`src/rtl/score_frame_reader.sv`:
```
// score_frame_reader
//   Consumer end of the game CPU's score/offset interface. Once per video frame
//   (frame_tick) it latches score and offsets, holds them stable for the
//   renderer, feeds the score back to the CPU, and converts the latched score
//   into four BCD digits with a sequential shift-add-3 engine.
//
// Optional feature: define SCORE_FRAME_READER_HIGH_SCORE_EN to build the
//   best-score register behind high_score. Otherwise high_score is tied to 0.
//
// Ports:
//   clk          system clock
//   reset        synchronous, active-high reset
//   frame_tick   one-cycle pulse at start of vertical blank
//   score_in     score from CPU
//   offset_x_in  offsetX from CPU
//   offset_y_in  offsetY from CPU
//   cur_score    latched score, fed back to CPU curScore
//   offset_x     frame-stable X offset, clamped to MAX_X-1
//   offset_y     frame-stable Y offset, clamped to MAX_Y-1
//   bcd          {thousands, hundreds, tens, ones}
//   bcd_valid    one-cycle pulse when bcd updates
//   busy         conversion in progress
//   high_score   best score seen since reset (0 when feature disabled)

module score_frame_reader #(
  parameter int unsigned SCORE_W = 10,
  parameter int unsigned OFS_W   = 11,
  parameter int unsigned MAX_X   = 640,
  parameter int unsigned MAX_Y   = 480
) (
  input  logic               clk,
  input  logic               reset,
  input  logic               frame_tick,
  input  logic [SCORE_W-1:0] score_in,
  input  logic [OFS_W-1:0]   offset_x_in,
  input  logic [OFS_W-1:0]   offset_y_in,
  output logic [SCORE_W-1:0] cur_score,
  output logic [OFS_W-1:0]   offset_x,
  output logic [OFS_W-1:0]   offset_y,
  output logic [15:0]        bcd,
  output logic               bcd_valid,
  output logic               busy,
  output logic [SCORE_W-1:0] high_score
);

  localparam int unsigned ShW  = 16 + SCORE_W;
  localparam int unsigned CntW = $clog2(SCORE_W + 1);
  localparam logic [OFS_W-1:0] XLim = OFS_W'(MAX_X - 1);
  localparam logic [OFS_W-1:0] YLim = OFS_W'(MAX_Y - 1);
  localparam logic [CntW-1:0] LastCnt = CntW'(SCORE_W);

  typedef enum logic [1:0] {StIdle, StConv, StDone} state_e;

  state_e            state_q, state_d;
  logic [ShW-1:0]    shift_q, shift_adj;
  logic [CntW-1:0]   count_q;
  logic              pending_q;
  logic              start, conv_step, conv_end;

  // State register
  always_ff @(posedge clk) begin
    if (reset) state_q <= StIdle;
    else       state_q <= state_d;
  end

  // Next-state logic
  always_comb begin
    state_d = state_q;
    unique case (state_q)
      StIdle: if (frame_tick || pending_q) state_d = StConv;
      // count reaches SCORE_W one cycle after the last iteration; that edge
      // publishes the result and enters StDone.
      StConv: if (count_q == LastCnt) state_d = StDone;
      StDone: state_d = StIdle;
      default: state_d = StIdle;
    endcase
  end

  // Output / control decode
  always_comb begin
    busy      = (state_q != StIdle);
    bcd_valid = (state_q == StDone);
    start     = (state_q == StIdle) && (frame_tick || pending_q);
    conv_step = (state_q == StConv) && (count_q != LastCnt);
    conv_end  = (state_q == StConv) && (count_q == LastCnt);
  end

  // Add-3 correction on every BCD nibble that would overflow when doubled.
  always_comb begin
    shift_adj = shift_q;
    for (int i = 0; i < 4; i++) begin
      if (shift_q[SCORE_W + 4*i +: 4] >= 4'd5) begin
        shift_adj[SCORE_W + 4*i +: 4] = shift_q[SCORE_W + 4*i +: 4] + 4'd3;
      end
    end
  end

  // Frame latch and conversion datapath
  always_ff @(posedge clk) begin
    if (reset) begin
      cur_score <= '0;
      offset_x  <= '0;
      offset_y  <= '0;
      bcd       <= '0;
      shift_q   <= '0;
      count_q   <= '0;
      pending_q <= 1'b0;
    end else begin
      if (frame_tick) begin
        cur_score <= score_in;
        offset_x  <= (offset_x_in > XLim) ? XLim : offset_x_in;
        offset_y  <= (offset_y_in > YLim) ? YLim : offset_y_in;
      end

      // A tick arriving mid-conversion is remembered; several collapse to one.
      if (start)                   pending_q <= 1'b0;
      else if (frame_tick && busy) pending_q <= 1'b1;

      if (start) begin
        shift_q <= {16'b0, (frame_tick ? score_in : cur_score)};
        count_q <= '0;
      end else if (conv_step) begin
        shift_q <= shift_adj << 1;
        count_q <= count_q + CntW'(1);
      end

      if (conv_end) bcd <= shift_q[ShW-1 -: 16];
    end
  end

`ifdef SCORE_FRAME_READER_HIGH_SCORE_EN
  always_ff @(posedge clk) begin
    if (reset) begin
      high_score <= '0;
    end else if (frame_tick && (score_in > high_score)) begin
      high_score <= score_in;
    end
  end
`else
  assign high_score = '0;
`endif

endmodule
```
`config.mk`:
```
export PLATFORM = sky130hd
export DESIGN_NAME = score_frame_reader
export DESIGN_NICKNAME = d
export VERILOG_FILES = /design/src/rtl/score_frame_reader.sv
export SDC_FILE = /design/constraint.sdc
export NUM_CORES = 1
export LEC_CHECK = 0
export BUFFER_PORTS_ARGS = -buffer_cell sky130_fd_sc_hd__buf_2
export CAP_MARGIN = 10
export CORE_MARGIN = 5
export CORE_UTILIZATION = 47
export DETAILED_ROUTE_END_ITERATION = 10
export GPL_TIMING_DRIVEN = 0
export PLACE_DENSITY = 0.85
export SLEW_MARGIN = 15
export SYNTH_ARGS = -nofsm -noshare
export SYNTH_HDL_FRONTEND = slang
export SYNTH_SLANG_ARGS = --single-unit
```
`constraint.sdc`:
```
create_clock -name clk -period 1.55 [get_ports clk]
set_input_delay 0.0775 -clock clk [delete_from_list [all_inputs] [get_ports clk]]
set_output_delay 0.0775 -clock clk [all_outputs]
set_load 0.02 [all_outputs]
```
==> qor.yml, run 1 <==
sta:
  layout_setup_ws_ns: -0.0496
  fin_crit_ns: 1.60
  clock_skew_ns: 0.00654
  fin_hold_ws_ns: 0.0129
  fmax_mhz: 625
  finalHoldViolCount: 0
  relSlewSlack_pct: 65.4
  worst_pin_slew_ns: 0.518
  drv_slew: 0
  setup_viol: 10
  post-route-period-util_pct: 103
  rsz0062_at_grt: "yes"
placement:
  place_ws_ns: -0.130
  port_buffers: 82
  place_area_sq_um: 3990
  gp_congestion: 0.824
  hpwlAfterDp_mm: 5.81
detailed_routing:
  wl_per_cell_microns: 16.1
  wl_mm: 9.71
  route.detailed.drc: 0
  dr_total_vias: 3240
  drt-initial-drc-count: 225
  avgViaCountPerCell: 5.38
  ant_nets: 0
  dr.pass1.iters: 5
floorplanning:
  design.core.area_sq_um: 7180
  start_util_pct: 47.7
  io_pins: 95
  num_rows: 31
  die_h_microns: 95.3
  dieWidth_microns: 95.3
  dieArea_sq_um: 9090
synth:
  yosysTopAreaCellShare_pct: 47.4
  synth_area_per_cell_sq_um: 9.22
  synth_largest_area_cell: "dfxtp_1"
  ys_top_cells_by_area: "dfxtp_1 (47%), a21oi_1 (5.6%), nor2_1 (4.8%), nand2_1 (4.3%), mux2i_1 (4.1%)"
  yosysMostFrequentCell: "dfxtp_1"
  synth_edf_count: 0
  ys_seq_area_share_pct: 47.4
  synth.cell_area_sq_um: 3420
  async_flop_share_pct: 0
  yosys_warnings: 0
  postSynthCellCount: 371
  synth_cell_types: 40
  yosys-top-cells-count: "dfxtp_1 (81), nor2_1 (44), nand2_1 (39)"
  synth.ff_latch_count: 81
  synth-main-ff-cell: "dfxtp_1"
layout:
  num-nets-final: 544
  drive_gt1_share_pct: 34.2
  final_area_sq_um: 4630
  syn_to_final_growth_pct: 35.2
  antenna_cells: 0
power_and_ir_drop:
  p_leak_nw: 2.10
  power_density_nw_per_um2: 997
  comb_power_share_pct: 15.4
  p_int_w: 0.00342
  power_switching_w: 0.00119
  p_clk_share_pct: 36.3
  total_power_w: 0.00461
  seqPwrFrac_pct: 48.4
  vdd_drop_max_v: 0.000436
  swShare_pct: 25.8
global_routing:
  grt_usage_pct: 21.5
  grt_first_pass_wirelength_mm: 15.0
  grt_max_degree: 13
  grt_pass1_vias: 3075
  globalRouteOverflowTotal: 0
  antenna_found_initial: 0
setup_path:
  critPathKind: "reg -> reg"
  worstSetupStartpointType: "flop"
  crit_path_max_fanout: 6
  worstSetupEndpointType: "flop"
  worstPathRequired_ns: 1.77
  critPathLaunch: "count_q[0]"
  crit_arrival_ns: 1.82
  rr_startpoint: "count_q[0]"
cts:
  clock-sinks: 81
  cts_max_level: 3
  clockBufferDepth: 2
  cts_tree: "built"
  cts_buffers: 9
  clock_latency_ns: 0.35
  clkTransAtPathRegs_ns: 0.08
  cts_root_buffer: "clkbuf_8"
flow_run:
  drv_cap: 0
min_path:
  min-delay-start: "score_in[4]"
  hp-class: "in -> reg"
status:
  status: "complete, but fails checks"
  violations: "setup timing"
[worst max-delay path: stages, from the launching register on]
cell	delay (ns)
dfxtp_4	0.36
inv_4	0.06
ha_4	0.13
nand3b_4	0.09
or3b_4	0.46
buf_12	0.16
buf_12	0.12
nand2_2	0.05
a21oi_1	0.06
[layout by cell type, fill, tap and decap left out, types with 10 or more instances in the layout]
cell type | Yosys | routed
buf_2 | 8 | 86
dfxtp_1 | 81 | 75
nor2_1 | 44 | 41
nand2_1 | 39 | 35
a21oi_1 | 38 | 34
buf_4 | 12 | 21
nand2b_1 | 14 | 14
mux2i_1 | 14 | 14
dlygate4sd3_1 | 0 | 14
inv_1 | 11 | 10
a211oi_1 | 12 | 10
conb_1 | 1 | 10
clkbuf_8 | 0 | 10
[sequential cells by signal (all words and copies together), names as in the netlist]
signal and flops:
cur_score 10, offset_x 11, bcd 16, offset_y 11
state_q 2, pending_q 1, count_q 4, shift_q 26
[power by group through the flow]
stage,Clock (W),Sequential (W),Combinational (W)
3_3_place_gp,0,0.00227,0.000565
6_report,0.00167,0.00223,0.000709
2_1_floorplan,0,0.00233,0.000348
3_5_place_dp,0,0.00227,0.000578
4_1_cts,0.00168,0.00222,0.000660
5_1_grt,0.00179,0.00224,0.000761
[area by class of cell]
type | instances | area (sq um)
timing repair buffer | 110 | 732
clock buffer | 12 | 145
fill | 518 | 2550
clock inverter | 3 | 65.1
multi-input combinational | 256 | 1660
tap | 99 | 124
inverter | 12 | 47.5
sequential | 81 | 1630
buffer | 29 | 214
[timing repair]
action,4_1_cts,5_1_grt
gates resized for setup,20,28
hold endpoints to repair,13,0
endpoints found under the setup margin,33,56
cloned,2,0
hold buffers,14,0
pin swaps,7,7
setup buffers,10,2
[stage by stage]
stage                     TNS (ns)  cells  util [%]
after floorplan                  0    380         -
after global placement       -1.13    561      55.6
after detailed placement     -1.62    561      55.6
after CTS                   -0.540    601      63.6
after global routing         -1.57    602      64.5
final                       -0.319    602      64.5
[worst paths after layout]
check / endpoint / slack (ns) / depth (start not counted)
hold reg to reg: bcd[9] / 0.45 / 2
hold / removal: cur_score[4] / 0.01 / 3
setup / recovery: bcd[3] / -0.05 / 8
setup reg to reg: bcd[3] / -0.05 / 8
[cells by family (layout without fill, tap and decap cells)]
family,Yosys count,in the layout,share of synthesized area (%)
mux,14,14,4.09
simple gates,129,129,18.1
compound gates,86,86,17.2
other cells,1,10,0.110
flops,81,81,47.4
xor+xnor,7,7,1.79
buf+inv,43,166,7.64
fa+ha+maj,10,10,3.66
[per-layer routing]
layer	share of wire (%)	up-vias	wire length [microns]	GRT usage (%)
met5	0	-	0	0
met4	5.9	0	571	13.8
met3	7.1	47	686	5.52
met2	48	161	4710	36.2
met1	39	1513	3740	24.0
li1	-	1519	-	-
No activity file was read; power rests on OpenSTA's default activity.
==> inputs of run 2 (changes only) <==
--- a/config.mk
+++ b/config.mk
@@ -5,13 +5,13 @@
 export SDC_FILE = /design/constraint.sdc
 export NUM_CORES = 1
 export LEC_CHECK = 0
-export BUFFER_PORTS_ARGS = -buffer_cell sky130_fd_sc_hd__buf_2
 export CAP_MARGIN = 10
 export CORE_MARGIN = 5
-export CORE_UTILIZATION = 47
+export CORE_UTILIZATION = 56
 export DETAILED_ROUTE_END_ITERATION = 10
+export DONT_BUFFER_PORTS = 1
 export GPL_TIMING_DRIVEN = 0
-export PLACE_DENSITY = 0.85
+export PLACE_DENSITY = 0.83
 export SLEW_MARGIN = 15
 export SYNTH_ARGS = -nofsm -noshare
 export SYNTH_HDL_FRONTEND = slang
==> qor.yml, run 2 (same netlist as run 1, synthesis figures left out) <==
placement:
  place_area_sq_um: 3550  # -11%
  port_buffers: 0  # -100%
  gp_congestion: 0.816  # -0.96%
  place_inst: 455  # -19%
  hpwlAfterDp_mm: 5.40  # -7.1%
detailed_routing:
  met3_wirelength_microns: 763  # +11%
  dr.pass1.iters: 5  # unchanged
  drt-initial-drc-count: 155  # -31%
  wl_met2_mm: 4.71  # about the same
  ant_nets: 0  # unchanged
  route.detailed.drc: 0  # unchanged
  wl_per_cell_microns: 18.1  # +12%
  routed.top_layer: "met4"
  wl_met1_mm: 3.42  # -8.6%
  wl_mm: 9.18  # -5.5%
  avgViaCountPerCell: 5.82  # +8.1%
  dr_total_vias: 2950  # -9.0%
min_path:
  hp-class: "in -> reg"
layout:
  num-nets-final: 472  # -13%
  drive_gt1_share_pct: 22.0  # -12 points
  multi_input_area_sq_um: 1700  # +2.3%
  syn_to_final_growth_pct: 25.5
  antenna_cells: 0  # unchanged
  largest_reg_flops: 26  # unchanged
  regMostFlops: "shift_q"
  regArea_sq_um: 1630  # -0.31%
  final_cell_mix: "dfxtp_1 (75), nor2_1 (43), nand2_1 (31)"
  final_core_util_pct: 72.5  # +8.1 points
  reg_top3: "shift_q x26, bcd x16"
  instances_no_fill: 507  # -16%
  final_area_sq_um: 4290  # -7.2%
  fillerInstances: 406  # -22%
  final_common_cell: "dfxtp_1"
cts:
  cts_root_buffer: "clkbuf_8"
  clockBufferDepth: 2  # unchanged
  clock-sinks: 81  # unchanged
  clock_latency_ns: 0.35  # about the same
  cts_tree: "built"
  clkTransAtPathRegs_ns: 0.09  # about the same
  cts_buffers: 9  # unchanged
  cts_max_level: 3  # unchanged
global_routing:
  globalRouteOverflowTotal: 0  # unchanged
  grt_max_degree: 15  # +2
  grt_pass1_vias: 2853  # -7.2%
  grt_first_pass_wirelength_mm: 13.9  # -7.0%
  grt_usage_pct: 23.0  # +1.5 points
  antenna_found_initial: 0  # unchanged
setup_path:
  crit_arrival_ns: 1.81  # about the same
  critPathKind: "reg -> reg"
  path_cells: "nor2_1 > inv_2 > nor2_2 > clkbuf_4 > a21oi_1 > o311a_1"
  worstSetupStartpointType: "flop"
  crit_path_max_fanout: 10  # +4
  cpLargestDelayFamily: "simple AND/OR/NAND/NOR gates"
  worstPathRequired_ns: 1.79  # +0.02 ns
  cpPeakStageDelay_ns: 0.37  # -0.09 ns
  slowest_stage: "dfxtp_1"
  crit_buf_inv: 2  # -1
  worstSetupEndpointType: "flop"
sta:
  post-route-period-util_pct: 101  # -2.1 points
  clock_skew_ns: 0.00955  # +0.00301 ns
  drv_slew: 0  # unchanged
  worst_pin_slew_ns: 0.597  # +0.0781 ns
  layout_setup_ws_ns: -0.0174  # +0.0322 ns
  relSlewSlack_pct: 60.2  # -5.2 points
  finalHoldViolCount: 1  # +1
  fin_crit_ns: 1.57  # -0.0322 ns
  fmax_mhz: 638  # +2.1%
  setup_viol: 7  # -3
  rsz0062_at_grt: "yes"
  fin_hold_ws_ns: -0.00814  # -0.0210 ns
  fin_setup_tns_ns: -0.0640  # +0.255 ns
power_and_ir_drop:
  power_switching_w: 0.00121  # +1.7%
  swShare_pct: 27.1  # +1.3 points
  power_density_nw_per_um2: 1040  # +4.4%
  comb_power_share_pct: 12.2  # -3.2 points
  seqPwrFrac_pct: 51.5  # +3.1 points
  total_power_w: 0.00447  # -3.1%
  vdd_drop_max_v: 0.000649  # +49%
  p_clk_share_pct: 36.3  # about the same
  p_leak_nw: 1.72  # -18%
  p_int_w: 0.00326  # -4.7%
status:
  status: "complete, but fails checks"
  violations: "hold timing, setup timing"
floorplanning:
  start_util_pct: 57.8  # +10 points
  io_pins: 95  # unchanged
  num_rows: 28  # -9.7%
  die_h_microns: 88.2  # -7.5%
  dieArea_sq_um: 7770  # -14%
  design.core.area_sq_um: 5920  # -17%
  dieWidth_microns: 88.2  # -7.5%
flow_run:
  drv_cap: 0  # unchanged
## run 2: changes by cell type in the layout (fill, tap and decap cells not counted), moves of 3 or more
cell	before	now
buf_2	86	5
dlygate4sd3_1	14	29
a21oi_1	34	28
a21oi_2	4	10
buf_4	21	17
nand2_1	35	31
clkinvlp_4	0	3
nand2_4	0	3
## run 2: worst register-to-register path, stage by stage (launching register included)
cell	delay [ns]
dfxtp_1	0.37
nor2_1	0.24
inv_2	0.17
nor2_2	0.21
clkbuf_4	0.23
a21oi_1	0.09
o311a_1	0.14
## run 2: what timing repair did
item,in CTS,in global routing
hold endpoints to repair,26,0
endpoints found under the setup margin,33,43
cloned,1,1
pin swaps,2,7
setup buffers,6,0
hold buffers,29,0
gates resized for setup,14,33
## run 2: path summary, 6_finish.rpt
path	startpoint	end	slack (ns)	cells after the start
worst max-delay path	state_q[0]	shift_q[2]	-0.02	6
worst min-delay path	offset_y_in[8]	offset_y[8]	-0.008	2
worst max register to register	state_q[0]	shift_q[2]	-0.02	6
worst min register to register	shift_q[9]	shift_q[10]	0.46	2
## run 2: power by group through the flow
| stage | clock network, W | registers, W | logic (W) |
|---|---|---|---|
| CTS | 0.00163 | 0.00230 | 0.000499 |
| global placement | 0 | 0.00234 | 0.000407 |
| detailed placement | 0 | 0.00235 | 0.000418 |
| floorplan | 0 | 0.00233 | 0.000348 |
| finish | 0.00162 | 0.00230 | 0.000545 |
| global route | 0.00173 | 0.00231 | 0.000593 |
## run 2: final cells by class
class | count | area share (%)
Tap cell | 75 | 2.19
Buffer | 30 | 5.13
Clock buffer | 11 | 3.53
Timing Repair Buffer | 37 | 9.12
Inverter | 12 | 1.05
Clock inverter | 5 | 1.43
Multi-Input combinational cell | 256 | 39.6
Sequential cell | 81 | 37.9
## run 2: stage by stage
step	hold WS, ns	worst slack [ns]
after floorplan	0.242	0.0374
after global placement	0.246	-0.0872
after detailed placement	0.254	-0.126
after CTS	0.00694	0.00890
after global routing	0.0282	-0.0452
final	-0.00814	-0.0174
## run 2: per-layer routing
| layer | up-vias | track usage (%) |
|---|---|---|
| met1 | 1400 | 26.6 |
| met5 | - | 0 |
| met3 | 33 | 4.99 |
| met2 | 150 | 39.8 |
| li1 | 1367 | - |
| met4 | 0 | 12.0 |
==> inputs of run 3 (changes only) <==
--- a/config.mk
+++ b/config.mk
@@ -6,7 +6,7 @@
 export NUM_CORES = 1
 export LEC_CHECK = 0
 export CAP_MARGIN = 10
-export CORE_MARGIN = 5
+export CORE_MARGIN = 2
 export CORE_UTILIZATION = 56
 export DETAILED_ROUTE_END_ITERATION = 10
 export DONT_BUFFER_PORTS = 1
==> qor.yml, run 3 (same netlist as run 1, synthesis figures left out) <==
setup_path:
  regToRegEndpoint: "shift_q[7]"
  reg2regPathDepth: 9  # +3
  crit_end: "shift_q[7]"
  critPathLaunch: "count_q[0]"
  rr_startpoint: "count_q[0]"
  crit_arrival_ns: 1.90  # +0.09 ns
  critPathKind: "reg -> reg"
  worstSetupStartpointType: "flop"
  r2r_slack_ns: -0.05  # -0.03 ns
  worstPathRequired_ns: 1.85  # +0.06 ns
  crit_path_max_fanout: 6  # -4
  worstSetupEndpointType: "flop"
flow_run:
  drv_cap: 0  # unchanged
detailed_routing:
  dr_total_vias: 3069  # +4.0%
  dr.pass1.iters: 5  # unchanged
  ant_nets: 0  # unchanged
  route.detailed.drc: 0  # unchanged
  wl_per_cell_microns: 19.3  # +6.6%
  drt-initial-drc-count: 224  # +45%
  avgViaCountPerCell: 5.95  # +2.2%
  wl_mm: 9.96  # +8.5%
floorplanning:
  start_util_pct: 57.8  # unchanged
  dieArea_sq_um: 6750  # -13%
  design.core.area_sq_um: 5920  # unchanged
  num_rows: 28  # unchanged
  die_h_microns: 82.2  # -6.8%
  io_pins: 95  # unchanged
  dieWidth_microns: 82.2  # -6.8%
global_routing:
  globalRouteOverflowTotal: 0  # unchanged
  grt_max_degree: 13  # -2
  grt_first_pass_wirelength_mm: 13.2  # -5.2%
  grt_pass1_vias: 2844  # -0.32%
  antenna_found_initial: 0  # unchanged
  grt_usage_pct: 26.3  # +3.3 points
sta:
  relSlewSlack_pct: 60.2  # -0.061 points
  fin_crit_ns: 1.60  # +0.0343 ns
  setup_viol: 5  # -2
  drv_slew: 0  # unchanged
  fmax_mhz: 624  # -2.1%
  finalHoldViolCount: 0  # -1
  rsz0062_at_grt: "yes"
  clock_skew_ns: 0.0105  # +0.000968 ns
  layout_setup_ws_ns: -0.0517  # -0.0343 ns
  worst_pin_slew_ns: 0.597  # +0.000911 ns
  post-route-period-util_pct: 103  # +2.2 points
placement:
  place_area_sq_um: 3550  # unchanged
  port_buffers: 0  # unchanged
  hpwlAfterDp_mm: 5.30  # -1.7%
  place_inst: 455  # unchanged
  place_ws_ns: -0.157  # -0.0306 ns
  gp_congestion: 0.799  # -2.2%
layout:
  final_area_sq_um: 4480  # +4.3%
  final_core_util_pct: 75.6  # +3.1 points
  instances_no_fill: 516  # +1.8%
  drive_gt1_share_pct: 24.0  # +2.0 points
  largest_reg_flops: 26  # unchanged
  num-nets-final: 482  # +2.1%
  final_cell_mix: "dfxtp_1 (74), nor2_1 (41), nand2_1 (32)"
  fillerInstances: 348  # -14%
  reg_top3: "shift_q x26, bcd x16"
  antenna_cells: 0  # unchanged
  syn_to_final_growth_pct: 30.8
  regMostFlops: "shift_q"
  final_common_cell: "dfxtp_1"
cts:
  clkTransAtPathRegs_ns: 0.08  # about the same
  clockBufferDepth: 2  # unchanged
  clock_latency_ns: 0.36  # about the same
  cts_max_level: 3  # unchanged
  cts_tree: "built"
  cts_root_buffer: "clkbuf_8"
  clock-sinks: 81  # unchanged
  cts_buffers: 9  # unchanged
power_and_ir_drop:
  vdd_drop_max_v: 0.000815  # +25%
  p_leak_nw: 1.82  # +5.6%
  power_density_nw_per_um2: 1050  # +0.92%
min_path:
  hp-class: "in -> reg"
status:
  violations: "setup timing"
  status: "complete, but fails checks"
run 3: cell count changes in the layout (fill, tap and decap cells not counted), sizes merged:
cell / delta
buf: +9
bufinv: +1
clkbuf: +2
clkinvlp: -3
dlygate4sd3: +1
inv: -1
run 3: layer usage:
metal  global-route usage, %  share of wire (%)
met3                    5.43                9.1
met2                    45.9                 50
met1                    28.6                 38
met4                    17.7                2.9
met5                       0                  0
run 3: per-stage QoR:
step / total power (W) / TNS [ns] / hold slack (ns)
global placement: 0.00275 / -0.889 / 0.251
finish: 0.00470 / -0.0789 / 0.00498
CTS: 0.00458 / 0 / 0.00407
detailed placement: 0.00277 / -2.59 / 0.253
global route: 0.00485 / -0.618 / -0.00398
floorplan: 0.00267 / 0 / 0.242
run 3: layout make-up:
type | count | area (sq um) | share of cell area (%)
Multi-Input combinational cell | 256 | 1720 | 38.3
Sequential cell | 81 | 1640 | 36.5
Timing Repair Buffer | 48 | 543 | 12.1
Buffer | 29 | 214 | 4.78
Clock buffer | 13 | 169 | 3.77
Tap cell | 75 | 93.8 | 2.10
Clock inverter | 2 | 60.1 | 1.34
Inverter | 12 | 45.0 | 1.01
run 3: what timing repair did:
action,4_1_cts,5_1_grt
setup buffers,9,5
resized for setup,15,42
gates cloned,1,3
pin swaps,4,10
endpoints found under the setup margin,44,46
endpoints found under the hold margin,27,0
hold buffers,30,0
run 3: worst min-delay path by stage:
stage | from | endpoint | slack (ns) | depth (start not counted)
CTS | offset_y_in[6] | offset_y[6] | 0.004 | 2
detailed placement | offset_x_in[7] | offset_x[7] | 0.25 | 2
global route | offset_y_in[6] | offset_y[6] | -0.004 | 2
floorplan | offset_x_in[7] | offset_x[7] | 0.24 | 2
global placement | offset_x_in[7] | offset_x[7] | 0.25 | 2
finish | offset_y_in[9] | offset_y[8] | 0.005 | 2
run 3: critical path, cell delays in order (launching register included):
cell       delay (ns)
dfxtp_2          0.34
inv_2            0.07
ha_4             0.13
nand3b_4         0.10
buf_6            0.13
and2_4           0.18
buf_4            0.15
clkbuf_16        0.14
nand2b_1         0.10
o311a_1          0.21
run 3: power breakdown:
part / internal (W) / leakage [nW] / total, W / switching (W)
Sequential: 0.00217 / 0.666 / 0.00230 / 0.000133
Clock: 0.00103 / 0.116 / 0.00177 / 0.000742
Combinational: 0.000296 / 1.04 / 0.000625 / 0.000329
